## config.mk

```make
export PLATFORM = sky130hd
export DESIGN_NAME = ppt_pulse_gen
export DESIGN_NICKNAME = d
export VERILOG_FILES = /design/src/rtl/ppt_pulse_gen.sv
export SDC_FILE = /design/constraint.sdc
export NUM_CORES = 1
export LEC_CHECK = 0
export CAP_MARGIN = 40
export CORE_MARGIN = 5
export CORE_UTILIZATION = 51
export DETAILED_ROUTE_END_ITERATION = 6
export HOLD_SLACK_MARGIN = 0.02
export PLACE_DENSITY = 0.77
export SETUP_SLACK_MARGIN = 0.5
export SLEW_MARGIN = 10
export SYNTH_ARGS = -nofsm -noshare
export SYNTH_HDL_FRONTEND = slang
export SYNTH_SLANG_ARGS = --single-unit
```

## constraint.sdc

```tcl
create_clock -name clk -period 2 [get_ports clk]
set_input_delay 0.5 -clock clk [delete_from_list [all_inputs] [get_ports clk]]
set_output_delay 0.5 -clock clk [all_outputs]
set_load 0.005 [all_outputs]
```

## src/rtl/ppt_pulse_gen.sv

```systemverilog
// Burst pulse generator: on a start edge emits N pulses of Wh high / Wl low cycles, then a done strobe.
// Latency: pulse_out rises the cycle after the sampled start edge; all outputs registered.
module ppt_pulse_gen #(
    parameter int CNT_W = 8,
    parameter int N_W   = 8
) (
    input  logic             clk,
    input  logic             rst_n,
    input  logic             start,
    input  logic             abort,
    input  logic [CNT_W-1:0] cfg_width,
    input  logic [CNT_W-1:0] cfg_period,
    input  logic [N_W-1:0]   cfg_count,
    output logic             pulse_out,
    output logic             busy,
    output logic             done,
    output logic [N_W-1:0]   pulses_sent
);

    typedef enum logic [1:0] {IDLE, HIGH, LOW, DONE} state_t;

    state_t           state, state_nxt;
    logic [CNT_W-1:0] phase, phase_nxt;
    logic [N_W-1:0]   sent_nxt;
    logic             start_d;
    logic             start_edge;
    logic             launch;

    // Effective lengths are kept in shadow form so mid-burst cfg changes are invisible.
    logic [CNT_W-1:0] wh_cfg, wl_cfg;
    logic [CNT_W-1:0] wh_sh, wl_sh;
    logic [N_W-1:0]   count_sh;

    assign start_edge = start & ~start_d;
    assign wh_cfg     = (cfg_width == '0) ? CNT_W'(1) : cfg_width;
    assign wl_cfg     = (cfg_period > cfg_width) ? (cfg_period - cfg_width) : CNT_W'(1);

    always_comb begin
        state_nxt = state;
        phase_nxt = phase;
        sent_nxt  = pulses_sent;
        launch    = 1'b0;
        if (abort) begin
            state_nxt = IDLE;
        end else begin
            case (state)
                IDLE: launch = start_edge;
                HIGH: begin
                    if (phase == '0) begin
                        state_nxt = LOW;
                        phase_nxt = wl_sh - CNT_W'(1);
                        sent_nxt  = pulses_sent + N_W'(1);
                    end else begin
                        phase_nxt = phase - CNT_W'(1);
                    end
                end
                LOW: begin
                    if (phase == '0) begin
                        if ((pulses_sent == count_sh) && (count_sh != '0)) begin
                            state_nxt = DONE;
                        end else begin
                            state_nxt = HIGH;
                            phase_nxt = wh_sh - CNT_W'(1);
                        end
                    end else begin
                        phase_nxt = phase - CNT_W'(1);
                    end
                end
                DONE: begin
                    state_nxt = IDLE;
                    launch    = start_edge;
                end
                default: state_nxt = IDLE;
            endcase
        end
        if (launch) begin
            state_nxt = HIGH;
            phase_nxt = wh_cfg - CNT_W'(1);
            sent_nxt  = '0;
        end
    end

    always_ff @(posedge clk or negedge rst_n) begin
        if (!rst_n) begin
            state       <= IDLE;
            phase       <= '0;
            pulses_sent <= '0;
            start_d     <= 1'b1;
            pulse_out   <= 1'b0;
            busy        <= 1'b0;
            done        <= 1'b0;
            wh_sh       <= CNT_W'(1);
            wl_sh       <= CNT_W'(1);
            count_sh    <= '0;
        end else begin
            state       <= state_nxt;
            phase       <= phase_nxt;
            pulses_sent <= sent_nxt;
            start_d     <= start;
            pulse_out   <= (state_nxt == HIGH);
            busy        <= (state_nxt == HIGH) || (state_nxt == LOW);
            done        <= (state_nxt == DONE);
            if (launch) begin
                wh_sh    <= wh_cfg;
                wl_sh    <= wl_cfg;
                count_sh <= cfg_count;
            end
        end
    end

endmodule

```

==> summary.md <==
| Metric | Value |
|---|---|
| FF-to-FF setup slack | `-190 ps` |
| Num ports | `39` |
| Fmax | `roughly 0.45 GHz` |
| Min cycle time layout | `around 2200 ps` |
| Drt drc | `0` |
| Relative slew slack | `roughly 60%` |
| Post-Syn Area | `between 3000 and 4000 um^2` |
| Area growth syn-to-layout | `68.02%` |
| Sequential area share after synthesis | `a little under two fifths` |
| CORE AREA | `5921 um^2` |
| Synth Warn # | `0` |
| Ant. Diodes | `0` |
| Reg-to-Reg Start | `state[0]` |
| Clk_skew | `~8.6 ps` |
| Slew Limit Fails | `0` |
| H-Tree Depth | `2` |
| Mapped Cells | `350` |
| Most frequent cell after synthesis | `nand2_1` |
| Ys flop type | `dfrtp_1` |
| Crit path max fanout | `3` |
| Cts bufs inserted | `5` |
| WL per Instance | `20.45 um` |
| Initial antenna violation count | `0` |
| Clk Latency, worst-skew pair | `approximately 300 ps` |
| Commonest cells in the netlist | `nand2_1 (45), dfrtp_1 (43), nor2_1 (30)` |
| First-pass GRT wire length | `roughly 16000 um` |
| #FFs+latches synth | `46` |
| Final period util | `112.1%` |
| First-pass iteration count of the detailed router | `6` |
| Sink Count | `46` |
| Maximum buffer depth of the clock tree | `2` |
| Worst Setup EP | `wl_sh[7]` |
| Hpwl dp | `between 6000 and 7000 um` |
| Critical path's slowest cell | `clkdlybuf4s50_1` |
| Post-Route WL | `11820 um` |
| IO buf count | `38` |
| Final Hold Viols | `0` |
| Initial cell density of the core | `between 50% and 60%` |
| Post-route ant nets | `0` |
| Post-synth EDFFs | `0` |
| Worst Setup Path Type | `in -> reg` |
| Grt total ovfl | `0` |
| DR iter-0 viols | `318` |
| Area share of the largest cell type after synthesis | `between 30% and 40%` |
| Die Span Y | `between 80 and 90 um` |
| Leading area contributor after synthesis | `dfrtp_1` |
| Failing checks | `negative setup slack` |
| Tot GR Track Use | `around a quarter` |
| R2R cell count | `9` |
| CTS tree | `done` |
| CTS root buf | `clkbuf_8` |
| Die width | `roughly 88 um` |
| Syn nets | `397` |
| RSZ-0062 raised after global routing | `true` |
| Status | `finished with violations` |
| Hold slack | `about 280 ps` |
| Setup WS post-layout | `-241.2 ps` |
| Critical path cell sequence | `clkdlybuf4s50_1, inv_2, ha_4, buf_4, nand3_1, a21oi_1, o31a_1, or3_1, a32o_1` |
| Largest net degree at the start of global routing | `between 40 and 50` |
| Num rows | `28` |
| Cells after DPL | `~530` |
| Worst setup SP type | `primary input` |
| Slowest cell delay on critical path | `~490 ps` |
| PD cells | `about 830 nW/um^2` |
| Setup crit end kind | `flop` |
| Clock-pin slew on the worst setup and hold paths | `about 90 ps` |
| Final core occ | `between 80% and 90%` |
| Leak pwr | `0.002356 uW` |
| Crit path DAT | `approximately 2400 ps` |
| Ys async rst share | `between 90% and 100%` |
| Mapped Avg Cell Area | `approximately 9 um^2` |
| Nets | `approximately 550` |
| Max Cap Violations | `0` |
| DP Area | `between 4000 and 5000 um^2` |
| Placer Congestion | `approximately 0.92` |
| Area contributors post-synth | `dfrtp_1 (35%), ha_1 (7.2%), xnor2_1 (5.6%)` |
| Vias per Instance | `between 6 and 7` |
| Worst slew pin tran | `606.6 ps` |
| Die area | `roughly 8000 um^2` |
| Worst setup path startpoint | `cfg_width[3]` |
| Maximum vdd ir drop | `about 0.47 mV` |
| Reg-to-Reg End | `pulses_sent[5]` |
| Share of cells above drive strength 1 | `between 40 and 50%` |
| Final setup vio count | `24` |
| Distinct cells, synth | `61` |
| Final instance area | `between 5000 and 6000 um^2` |
| CP Data Required Time | `about 2200 ps` |
| Vias | `3513` |
| Fillers | `~260` |
| Hold Crit Class | `in -> async` |
| Cell Count, Final, Fillers Out | `roughly 580` |
| Vias in the first global route | `between 3k and 4k` |
## worst min-delay path by stage
stage,depth (start not counted),from,to
2_1_floorplan,0,rst_n,busy
3_3_place_gp,2,count_sh[4],count_sh[4]
3_5_place_dp,2,count_sh[6],count_sh[6]
4_1_cts,2,rst_n,pulse_out
5_1_grt,2,rst_n,pulse_out
6_report,2,rst_n,pulse_out
## routing by layer
layer | track usage (%) | share of wire (%) | vias to the layer above
met1 | 30.29 | 36 | 1688
met5 | 3.896 | 0 | -
met4 | 9.890 | 5.6 | 0
met2 | 49.79 | 52 | 207
met3 | 3.857 | 6.8 | 75
li1 | - | - | 1543
## flip-flops by register name, summed over array words and instances, names as in the netlist
name and flops:
phase 8, wl_sh 8, done 1, start_d 1, pulses_sent 8, count_sh 8, busy 1, pulse_out 1
wh_sh 8, state 2
## cells in the final DEF (no fill, tap or decap), types with 3 or more instances in the layout
cell type / instances
a2111oi_2: 4
a21oi_1: 7
a21oi_2: 5
a21oi_4: 4
a22o_1: 4
buf_12: 4
buf_2: 7
buf_4: 86
buf_6: 32
clkbuf_8: 6
clkdlybuf4s50_1: 18
dfrtp_1: 43
dfstp_2: 3
dlygate4sd2_1: 7
ha_1: 7
ha_4: 9
inv_1: 17
inv_2: 8
nand2_1: 23
nand2_2: 16
nand2_4: 7
nand3_1: 6
nand4_1: 6
nor2_1: 27
nor3_1: 7
nor4_1: 3
nor4_4: 3
o21a_1: 3
o21ai_0: 6
o21ai_1: 8
o21ai_2: 9
or3_1: 5
xnor2_1: 19
xor2_1: 13
## cell families (layout without fill, tap and decap cells)
group / Yosys count / in the layout / synth area share, %
AO/OA/AOI/OAI: 80 / 80 / 18.08
XOR/XNOR: 35 / 35 / 9.844
adder cells (fa/ha/maj): 19 / 19 / 7.875
buffers and inverters: 39 / 192 / 4.941
flip-flops: 46 / 46 / 37.08
multiplexers: 3 / 3 / 1.004
AND/OR/NAND/NOR: 128 / 128 / 21.17
## report_power, final
part	total, uW	switching, uW	leakage, uW	internal [uW]
sequential	1370	248	0.000591	1120
combinational	2250	1120	0.00171	1130
clock	733	325	0.0000585	408
## layout make-up
class                   instances  area, um^2  area share (%)
clock buffers                   7       86.33           1.650
clock inverters                 1       30.03          0.5739
inverters                      26       110.1           2.104
multi-input cells             265        2317           44.28
flip-flops and latches         46        1155           22.07
well taps                      75       93.84           1.793
repair buffers                158        1440           27.52
## worst max-delay path: cells and delay by family
| family | cells | cell delay (ps) |
|---|---|---|
| AO/OA/AOI/OAI | 3 | 610 |
| adder cells (fa/ha/maj) | 1 | 210 |
| buffers and inverters | 3 | 690 |
| AND/OR/NAND/NOR | 2 | 410 |
## metrics by stage
step | worst slack, ps | TNS [ps] | power [uW]
final | -241.2 | -3015 | 4354
after global routing | -302.8 | -4714 | 4551
after CTS | -245.5 | -1800 | 3895
after detailed placement | -1030 | -17270 | 2975
after global placement | -985.3 | -15740 | 2919
after floorplan | -301.1 | -1772 | 2294
## timing repair
action                     in CTS  in global routing
hold buffers                    0                  0
gates resized for setup       142                 46
setup endpoints to repair      56                 49
pin swaps                      30                 30
gates cloned                    2                  1
buffers inserted               20                 16
No activity file was read; power rests on OpenSTA's default activity.
